===== src/rtl/seg_disp_ctrl.sv =====
// seg_disp_ctrl: display scheduler between the AHT10 sensor datapath and
// the 6-digit 7-segment scan driver. Latches temperature/humidity (x10
// fixed point), alternates a temperature and a humidity page on a timer,
// converts the shown value to BCD with a sequential double-dabble engine
// and writes a 24-bit nibble word (digit5 in [23:20] .. digit0 in [3:0]).
// A sensor timeout replaces the page with an error pattern.
//
// Ports:
//   clk       system clock
//   rst       synchronous reset, active-high
//   data_vld  one-cycle strobe, temp_x10/humi_x10 valid
//   temp_x10  temperature x10, unsigned, clamped to 999
//   humi_x10  relative humidity x10, unsigned, clamped to 999
//   disp_din  nibble codes to the scan driver (A/B marker, C error, E blank)
//   disp_upd  one-cycle pulse when disp_din is rewritten
//   page      0 = temperature page, 1 = humidity page
//   err       sensor timeout active
//
// PAGE_CYCLES and TIMEOUT_CYCLES must both be at least 2.
module seg_disp_ctrl #(
  parameter int unsigned PAGE_CYCLES    = 100_000_000,
  parameter int unsigned TIMEOUT_CYCLES = 250_000_000
) (
  input  logic        clk,
  input  logic        rst,
  input  logic        data_vld,
  input  logic [9:0]  temp_x10,
  input  logic [9:0]  humi_x10,
  output logic [23:0] disp_din,
  output logic        disp_upd,
  output logic        page,
  output logic        err
);

  localparam int unsigned VAL_W  = 10;
  localparam int unsigned BCD_W  = 12;
  localparam int unsigned SH_W   = BCD_W + VAL_W;
  localparam int unsigned DIN_W  = 24;
  localparam int unsigned ITER_W = 4;
  localparam int unsigned PTMR_W = (PAGE_CYCLES > 1) ? $clog2(PAGE_CYCLES) : 1;
  localparam int unsigned TMO_W  = (TIMEOUT_CYCLES > 1) ? $clog2(TIMEOUT_CYCLES) : 1;

  localparam logic [VAL_W-1:0]  VAL_MAX   = VAL_W'(999);
  localparam logic [PTMR_W-1:0] PTMR_MAX  = PTMR_W'(PAGE_CYCLES - 1);
  localparam logic [TMO_W-1:0]  TMO_MAX   = TMO_W'(TIMEOUT_CYCLES - 1);
  localparam logic [TMO_W-1:0]  TMO_PRE   = TMO_W'(TIMEOUT_CYCLES - 2);
  localparam logic [ITER_W-1:0] ITER_LAST = ITER_W'(VAL_W - 1);

  localparam logic [3:0] CODE_TEMP  = 4'hA;
  localparam logic [3:0] CODE_HUMI  = 4'hB;
  localparam logic [3:0] CODE_ERR   = 4'hC;
  localparam logic [3:0] CODE_BLANK = 4'hE;

  typedef enum logic [2:0] {
    S_IDLE,
    S_LOAD,
    S_CONV,
    S_UPDATE,
    S_ERRWR
  } state_t;

  state_t              r_state;
  state_t              w_state_nxt;

  logic [VAL_W-1:0]    r_temp;
  logic [VAL_W-1:0]    r_humi;
  logic                r_have_data;
  logic                r_pending;
  logic                r_err_pend;
  logic                r_err;
  logic                r_page;
  logic [PTMR_W-1:0]   r_ptmr;
  logic [TMO_W-1:0]    r_tmo;
  logic [SH_W-1:0]     r_shift;
  logic [ITER_W-1:0]   r_iter;
  logic                r_cpage;
  logic [DIN_W-1:0]    r_disp_din;
  logic                r_disp_upd;

  logic                w_load;
  logic                w_conv;
  logic                w_wr_page;
  logic                w_wr_err;
  logic                w_pend_clr;
  logic                w_page_tick;
  logic                w_tmo_hit;
  logic [VAL_W-1:0]    w_temp_cl;
  logic [VAL_W-1:0]    w_humi_cl;
  logic [SH_W-1:0]     w_adj;
  logic [3:0]          w_hund;
  logic [DIN_W-1:0]    w_page_word;

  assign disp_din = r_disp_din;
  assign disp_upd = r_disp_upd;
  assign page     = r_page;
  assign err      = r_err;

  // Input clamping to the 3-digit display range
  assign w_temp_cl = (temp_x10 > VAL_MAX) ? VAL_MAX : temp_x10;
  assign w_humi_cl = (humi_x10 > VAL_MAX) ? VAL_MAX : humi_x10;

  // Page timer only runs once data exists and no timeout is flagged
  assign w_page_tick = r_have_data && !r_err && (r_ptmr == PTMR_MAX);
  // Timeout counter is about to reach its saturation value this edge
  assign w_tmo_hit   = !data_vld && (r_tmo == TMO_PRE);

  // Double-dabble add-3 step on hundreds/tens/ones nibbles
  always_comb begin
    w_adj = r_shift;
    for (int i = 0; i < 3; i++) begin
      if (r_shift[VAL_W + 4*i +: 4] >= 4'd5) begin
        w_adj[VAL_W + 4*i +: 4] = r_shift[VAL_W + 4*i +: 4] + 4'd3;
      end
    end
  end

  // Page word: marker, blank, hundreds (blanked when zero), tens, ones, blank
  assign w_hund      = r_shift[SH_W-1 -: 4];
  assign w_page_word = {r_cpage ? CODE_HUMI : CODE_TEMP,
                        CODE_BLANK,
                        (w_hund == 4'd0) ? CODE_BLANK : w_hund,
                        r_shift[SH_W-5 -: 4],
                        r_shift[SH_W-9 -: 4],
                        CODE_BLANK};

  // State register
  always_ff @(posedge clk) begin
    if (rst) begin
      r_state <= S_IDLE;
    end else begin
      r_state <= w_state_nxt;
    end
  end

  // Next-state and datapath strobes; error handling preempts conversions
  always_comb begin
    w_state_nxt = r_state;
    w_load      = 1'b0;
    w_conv      = 1'b0;
    w_wr_page   = 1'b0;
    w_wr_err    = 1'b0;
    w_pend_clr  = 1'b0;
    case (r_state)
      S_IDLE: begin
        if (r_err_pend) begin
          w_state_nxt = S_ERRWR;
        end else if (r_pending && !r_err) begin
          w_state_nxt = S_LOAD;
          w_pend_clr  = 1'b1;
        end
      end
      S_LOAD: begin
        if (r_err) begin
          w_state_nxt = S_ERRWR;
        end else begin
          w_load      = 1'b1;
          w_state_nxt = S_CONV;
        end
      end
      S_CONV: begin
        if (r_err) begin
          w_state_nxt = S_ERRWR;
        end else begin
          w_conv = 1'b1;
          if (r_iter == ITER_LAST) begin
            w_state_nxt = S_UPDATE;
          end
        end
      end
      S_UPDATE: begin
        w_wr_page   = 1'b1;
        w_state_nxt = S_IDLE;
      end
      S_ERRWR: begin
        w_wr_err    = 1'b1;
        w_state_nxt = S_IDLE;
      end
      default: begin
        w_state_nxt = S_IDLE;
      end
    endcase
  end

  // Capture, timers, flags, BCD engine and output registers
  always_ff @(posedge clk) begin
    if (rst) begin
      r_temp      <= '0;
      r_humi      <= '0;
      r_have_data <= 1'b0;
      r_pending   <= 1'b0;
      r_err_pend  <= 1'b0;
      r_err       <= 1'b0;
      r_page      <= 1'b0;
      r_ptmr      <= '0;
      r_tmo       <= '0;
      r_shift     <= '0;
      r_iter      <= '0;
      r_cpage     <= 1'b0;
      r_disp_din  <= {6{CODE_BLANK}};
      r_disp_upd  <= 1'b0;
    end else begin
      r_disp_upd <= 1'b0;

      if (data_vld) begin
        r_temp      <= w_temp_cl;
        r_humi      <= w_humi_cl;
        r_have_data <= 1'b1;
        r_tmo       <= '0;
        r_err       <= 1'b0;
      end else begin
        if (r_tmo != TMO_MAX) begin
          r_tmo <= r_tmo + TMO_W'(1);
        end
        if (w_tmo_hit) begin
          r_err <= 1'b1;
        end
      end

      if (r_have_data && !r_err) begin
        if (w_page_tick) begin
          r_ptmr <= '0;
          r_page <= ~r_page;
        end else begin
          r_ptmr <= r_ptmr + PTMR_W'(1);
        end
      end

      // New data or a page flip always re-requests a conversion
      if (data_vld || w_page_tick) begin
        r_pending <= 1'b1;
      end else if (w_pend_clr) begin
        r_pending <= 1'b0;
      end

      if (w_tmo_hit) begin
        r_err_pend <= 1'b1;
      end else if (data_vld || w_wr_err) begin
        r_err_pend <= 1'b0;
      end

      if (w_load) begin
        r_shift <= {{BCD_W{1'b0}}, r_page ? r_humi : r_temp};
        r_cpage <= r_page;
        r_iter  <= '0;
      end

      if (w_conv) begin
        r_shift <= SH_W'({w_adj, 1'b0});
        r_iter  <= r_iter + ITER_W'(1);
      end

      if (w_wr_page) begin
        r_disp_din <= w_page_word;
        r_disp_upd <= 1'b1;
      end

      if (w_wr_err) begin
        r_disp_din <= {6{CODE_ERR}};
        r_disp_upd <= 1'b1;
      end
    end
  end

endmodule


===== config.mk =====
export PLATFORM = sky130hd
export DESIGN_NAME = seg_disp_ctrl
export DESIGN_NICKNAME = d
export VERILOG_FILES = /design/src/rtl/seg_disp_ctrl.sv
export SDC_FILE = /design/constraint.sdc
export NUM_CORES = 1
export LEC_CHECK = 0
export CAP_MARGIN = 20
export CORE_AREA = 3 3 100 121
export DETAILED_ROUTE_END_ITERATION = 8
export DIE_AREA = 0 0 103 124
export PLACE_DENSITY_LB_ADDON = 0.08
export SYNTH_ARGS = -nofsm -noshare
export SYNTH_HDL_FRONTEND = slang
export SYNTH_SLANG_ARGS = --single-unit

===== constraint.sdc =====
create_clock -name clk -period 1.78 [get_ports clk]
set_clock_uncertainty 0.15 [all_clocks]
set_input_delay 0.445 -clock clk [delete_from_list [all_inputs] [get_ports clk]]
set_output_delay 0.445 -clock clk [all_outputs]
set_load 0.02 [all_outputs]

# After elaboration in Yosys (flattened, before gate mapping)
# Index checks and enable logic that the tools add are counted.
[totals]
memories = 0
elab_cells = 93
romBits = 0
inputBits = 23
latchBits = 0
regBits = 129
output_inout_bits = 27
mem_bits_rw = 0
[classes]
n_bitwise = 1
div = 0
mux = 35
addsub = 6
n_reduce_logical = 19
mul = 0
n_eq_ne = 10
shift = 0
magnitude_cmp = 5
[ops]
columns = ["op", "count"]
rows = [
  ["two-way mux 22 bit", 4],
  ["two-way mux 10 bit", 3],
  ["adder 28 x 1 -> 28 bit (second input constant)", 1],
  ["== test 28 bit (second input constant)", 1],
  ["inequality test 28 bit (second input constant)", 1],
  ["adder 27 x 1 -> 27 bit (second input constant)", 1],
  ["== test 27 bit (second input constant)", 1],
  ["two-way mux 27 bit", 1],
  ["greater-than comparator 10 bit (second input constant)", 2],
  ["two-way mux 4 bit", 5],
  ["two-way mux 3 bit", 6],
  ["two-way mux 1 bit", 15],
  ["greater-or-equal comparator 4 x 3 -> 1 bit (second input constant)", 3],
  ["one-hot mux 3 bit (3 select lines)", 1],
  ["adder 4 x 2 -> 4 bit (second input constant)", 2],
  ["nonzero test 2 bit", 4],
  ["== test 3 x 2 -> 1 bit (second input constant)", 2],
  ["inequality test 3 bit (second input constant)", 2],
  ["OR reduction 2 bit", 3],
  ["adder 4 x 1 -> 4 bit (second input constant)", 1],
  ["== test 4 bit (second input constant)", 1],
  ["logical AND 1 bit", 4],
  ["logical NOT 4 bit", 1],
  ["AND reduction 2 bit", 2],
  ["7 further kinds", 9],
]

# Longest topological paths before layout
[depth]
depth_word = 7
ltp_mapped = 8
mapped_depth_nobuf = 7

# Worst setup path after synthesis
# OpenSTA, ideal clock, no wires.
[synth_timing]
path_type = "reg-to-reg"
startpoint = "register r_err, in the netlist err"
endpoint = "register r_ptmr[26]"
path_buffers = 3
path_slack_ns = -0.234
stages_incl_launch_ff = 9
arrival_time_ns = 1.749
setup_ns = 0.115
cell_sequence = "dfxtp_1 > buf_6 > and4b_2 > nand3_4 > nor4_4 > or2_1 > buf_6 > buf_6 > nor2_1"
[synth_between]
elab_chain_cells = 4
[synth_lines]
columns = ["item", "line_no", "text"]
rows = [
  ["start, declared", "70", "logic r_err;"],
  ["start signal, assigned", "192", "r_err <= 1'b0;"],
  ["start signal, assigned", "209", "r_err <= 1'b0;"],
  ["start signal, assigned", "215", "r_err <= 1'b1;"],
  ["logical NOT 1 bit (*)", "103, 219", ""],
  ["logical AND 1 bit (*)", "103, 219", ""],
  ["logical AND 1 bit", "103", "assign w_page_tick = r_have_data && !r_err && (r_ptmr == PTMR_MAX);"],
  ["two-way mux 27 bit", "220", "if (w_page_tick) begin"],
  ["end signal, assigned", "224", "r_ptmr <= r_ptmr + PTMR_W'(1);"],
  ["end, declared", "72", "logic [PTMR_W-1:0] r_ptmr;"],
]
# Every way passes the cells marked *; elsewhere a longest branch is shown, timed or not.
# A chain may end at the register's enable or synchronous reset.

# Final worst setup path
[layout_timing]
startpoint = "register r_ptmr[1]"
endpoint = "register r_ptmr[21]"
[layout_between]
elab_chain_cells = 3
elab_cells_between_ends = 4
classes_between = "add/sub (1); eq/ne (1); mux (1); reduce/logical (1)"
[layout_lines]
columns = ["item", "line_no"]
rows = [
  ["parallel branches: the longest is 2 deep, another holds adder 27 x 1 -> 27 bit", "-"],
  ["two-way mux 27 bit (*)", "220"],
]
# Every way passes the cells marked *.

==> out/results.txt <==
clock latency on the worst-skew pair -> 0.41 ns
Yosys Warn Count -> 0
unrepaired setup endpoints after global routing -> true
Mean Syn Cell Area -> 8.52 µm²
crit-path cells -> buf_4 > and4b_1 > nand4_1 > buf_4 > nor4_1 > xnor2_1 > nor2_1
slowest stage cell, crit path -> nor4_1
crit path capture type -> register
CP top delay family -> simple AND/OR/NAND/NOR gates
CTS tree -> done
Final #Nets -> 816
Synth Flop Type -> dfxtp_1
routed vias -> 5077
global route overflow -> 0
Post-DP Area -> 0.00677 mm²
via/cell ratio -> 5.48
vias in the first global route -> 4883
share of layout cells above drive strength 1 -> 0.229
synth unique cells -> 52
data arrival time of the critical path -> 2.01 ns
Fin. Hold Viols -> 0
final std cells w/o fill -> 927
async set-reset flop share out of synthesis -> 0
Final min period -> 1.86 ns
max frequency -> 0.537 GHz
FF-to-FF setup slack -> -0.08 ns
min-delay src -> rst
GRT Util Overall -> 0.219
Hold Crit Endpoint -> r_temp[6]
Gate Count Post-Synth -> 669
final hold slack -> 0.221 ns
CTS HTree Levels -> 4
number of port buffers -> 42
final WL -> 13900 µm
CTS root buf -> clkbuf_16
most common cell after layout, fill and taps aside -> dfxtp_1
worst path bufs/invs -> 2
DIE AREA -> 0.0128 mm²
Detailed Place HPWL -> 9420 µm
reg2reg end -> r_ptmr[21]
drt first-iter violations -> 149
WL/cell -> 15.0 µm
Core Box Area -> 0.0110 mm²
failing checks -> setup timing
Post-synth EDFFs -> 0
critical path class -> reg2reg
crit share post-route -> 1.05
most used cell, CP -> buf_4
static leakage -> 2.93 nW
DRT antenna net count -> 0
Worst Path Required -> 1.93 ns
Starting Density -> 0.516
Die Width -> 103 µm
hold crit path type -> in2reg
largest net degree at the start of global routing -> 52
Sink Count -> 126
placed insts -> 885
total negative slack -> -0.437 ns
Startpoint Class -> register
sequential fraction of the synthesis area -> 0.443
reg2reg start -> r_ptmr[1]
Slew Limit Fails -> 0
Post-Place Worst Slack -> -0.104 ns
slowest stage delay, CP -> 0.38 ns
Synth-to-Final Area Change -> 34.7%
Peak VDD IR -> 0.649 mV
endpoints failing setup -> 18
Ports -> 50
antenna violations before repair -> 0
Reg clk slew, reported paths -> 0.05 ns
status -> finished, violations left
most frequent cells in the layout -> dfxtp_1 (118), nor2_1 (106), buf_4 (78), nand2_1 (53), a21oi_1 (39)
PwrDens -> 936 mW/mm²
# rows -> 42
TritonCTS Buffers -> 17
Design Area, Final -> 0.00768 mm²
ant diodes -> 0
Initial DRT Pass Iterations -> 4
worst r2r path cells -> 7
#FFs+latches synth -> 126
Post-Synthesis Cell Area -> 0.00570 mm²
Die Span Y -> 124 µm
hold_buf cts -> 0
max-cap violations -> 0
crit-path max FO -> 6
Hold Path Stages -> 2
GP Congestion -> 0.830
first-pass GRT wire length -> 22200 µm
DRC -> 0
setup ws final -> -0.0810 ns
clk buf depth -> 2
[registers in the layout, summed over array words and instances (netlist names)]
signal,flops
r_tmo,28
r_ptmr,27
r_shift,22
disp_din,15
r_humi,10
r_temp,10
r_iter,4
r_state,3
disp_upd,1
err,1
page,1
r_cpage,1
r_err_pend,1
r_have_data,1
r_pending,1
[worst max path at each step]
stage / cells past startpoint / startpoint / end / slack [ns]
detailed placement: 6 / data_vld / r_temp[4] / -0.10
finish: 7 / r_ptmr[1] / r_ptmr[21] / -0.08
global route: 7 / r_ptmr[0] / r_ptmr[21] / -0.19
floorplan: 6 / err / r_ptmr[18] / -0.11
global placement: 6 / r_ptmr[0] / r_ptmr[18] / -0.06
CTS: 6 / r_ptmr[0] / r_ptmr[18] / -0.03
[routing by layer]
metal / up-vias / track usage / share of wire
met5: - / 0 / 0
li1: 2557 / - / -
met1: 2444 / 0.248 / 0.43
met4: 0 / 0.0745 / 0.014
met2: 60 / 0.400 / 0.53
met3: 16 / 0.0487 / 0.024
[area by class of cell]
class	instances	area, µm²
Clock buffer	26	509
Clock inverter	6	32.5
Fill cell	899	3360
Inverter	13	48.8
Multi-Input combinational cell	494	3220
Sequential cell	126	2530
Tap cell	132	165
Timing Repair Buffer	130	1170
[cell families after synthesis]
| group | after synthesis | synth area share |
|---|---|---|
| xor gates and xnor gates | 45 | 0.0692 |
| buffers and inverters | 54 | 0.0459 |
| adders and majority gates | 11 | 0.0241 |
| other | 2 | 0.00132 |
| and+or+nand+nor | 304 | 0.267 |
| AOI/OAI and AO/OA | 105 | 0.111 |
| DFF | 126 | 0.443 |
| muxes | 22 | 0.0386 |
[power breakdown]
| group | leakage, nW | internal [mW] | switching [mW] | total [mW] |
|---|---|---|---|---|
| Combinational | 1.63 | 0.463 | 0.605 | 1.07 |
| Sequential | 1.03 | 2.92 | 0.0772 | 3.00 |
| Clock | 0.270 | 1.95 | 1.17 | 3.12 |
[stage by stage]
step                      utilization  power [mW]
after floorplan                     -        3.65
after global placement          0.613        4.04
after detailed placement        0.613        4.06
after CTS                       0.669        7.18
after global routing            0.696        7.47
final                           0.696        7.18
[repair_timing]
item,in CTS,in global routing
hold endpoints to repair,0,0
pin swaps,10,22
buffers inserted,3,5
gates cloned,0,2
resized for setup,36,61
endpoints found under the setup margin,50,66
[synth_stat cells, types with 13 or more instances]
| master | n | area [µm²] |
|---|---|---|
| nor2_1 | 115 | 432 |
| nand2_1 | 54 | 203 |
| mux2i_1 | 22 | 220 |
| inv_1 | 13 | 48.8 |
| nand3_1 | 25 | 125 |
| o21ai_0 | 26 | 130 |
| dfxtp_1 | 126 | 2520 |
| xnor2_1 | 22 | 193 |
| a21oi_1 | 41 | 205 |
| clkbuf_1 | 22 | 82.6 |
| xor2_1 | 23 | 201 |
| nor3_1 | 17 | 85.1 |
| nand4_1 | 18 | 113 |
| or3_1 | 13 | 81.3 |
(Power assumes the default switching activity.)
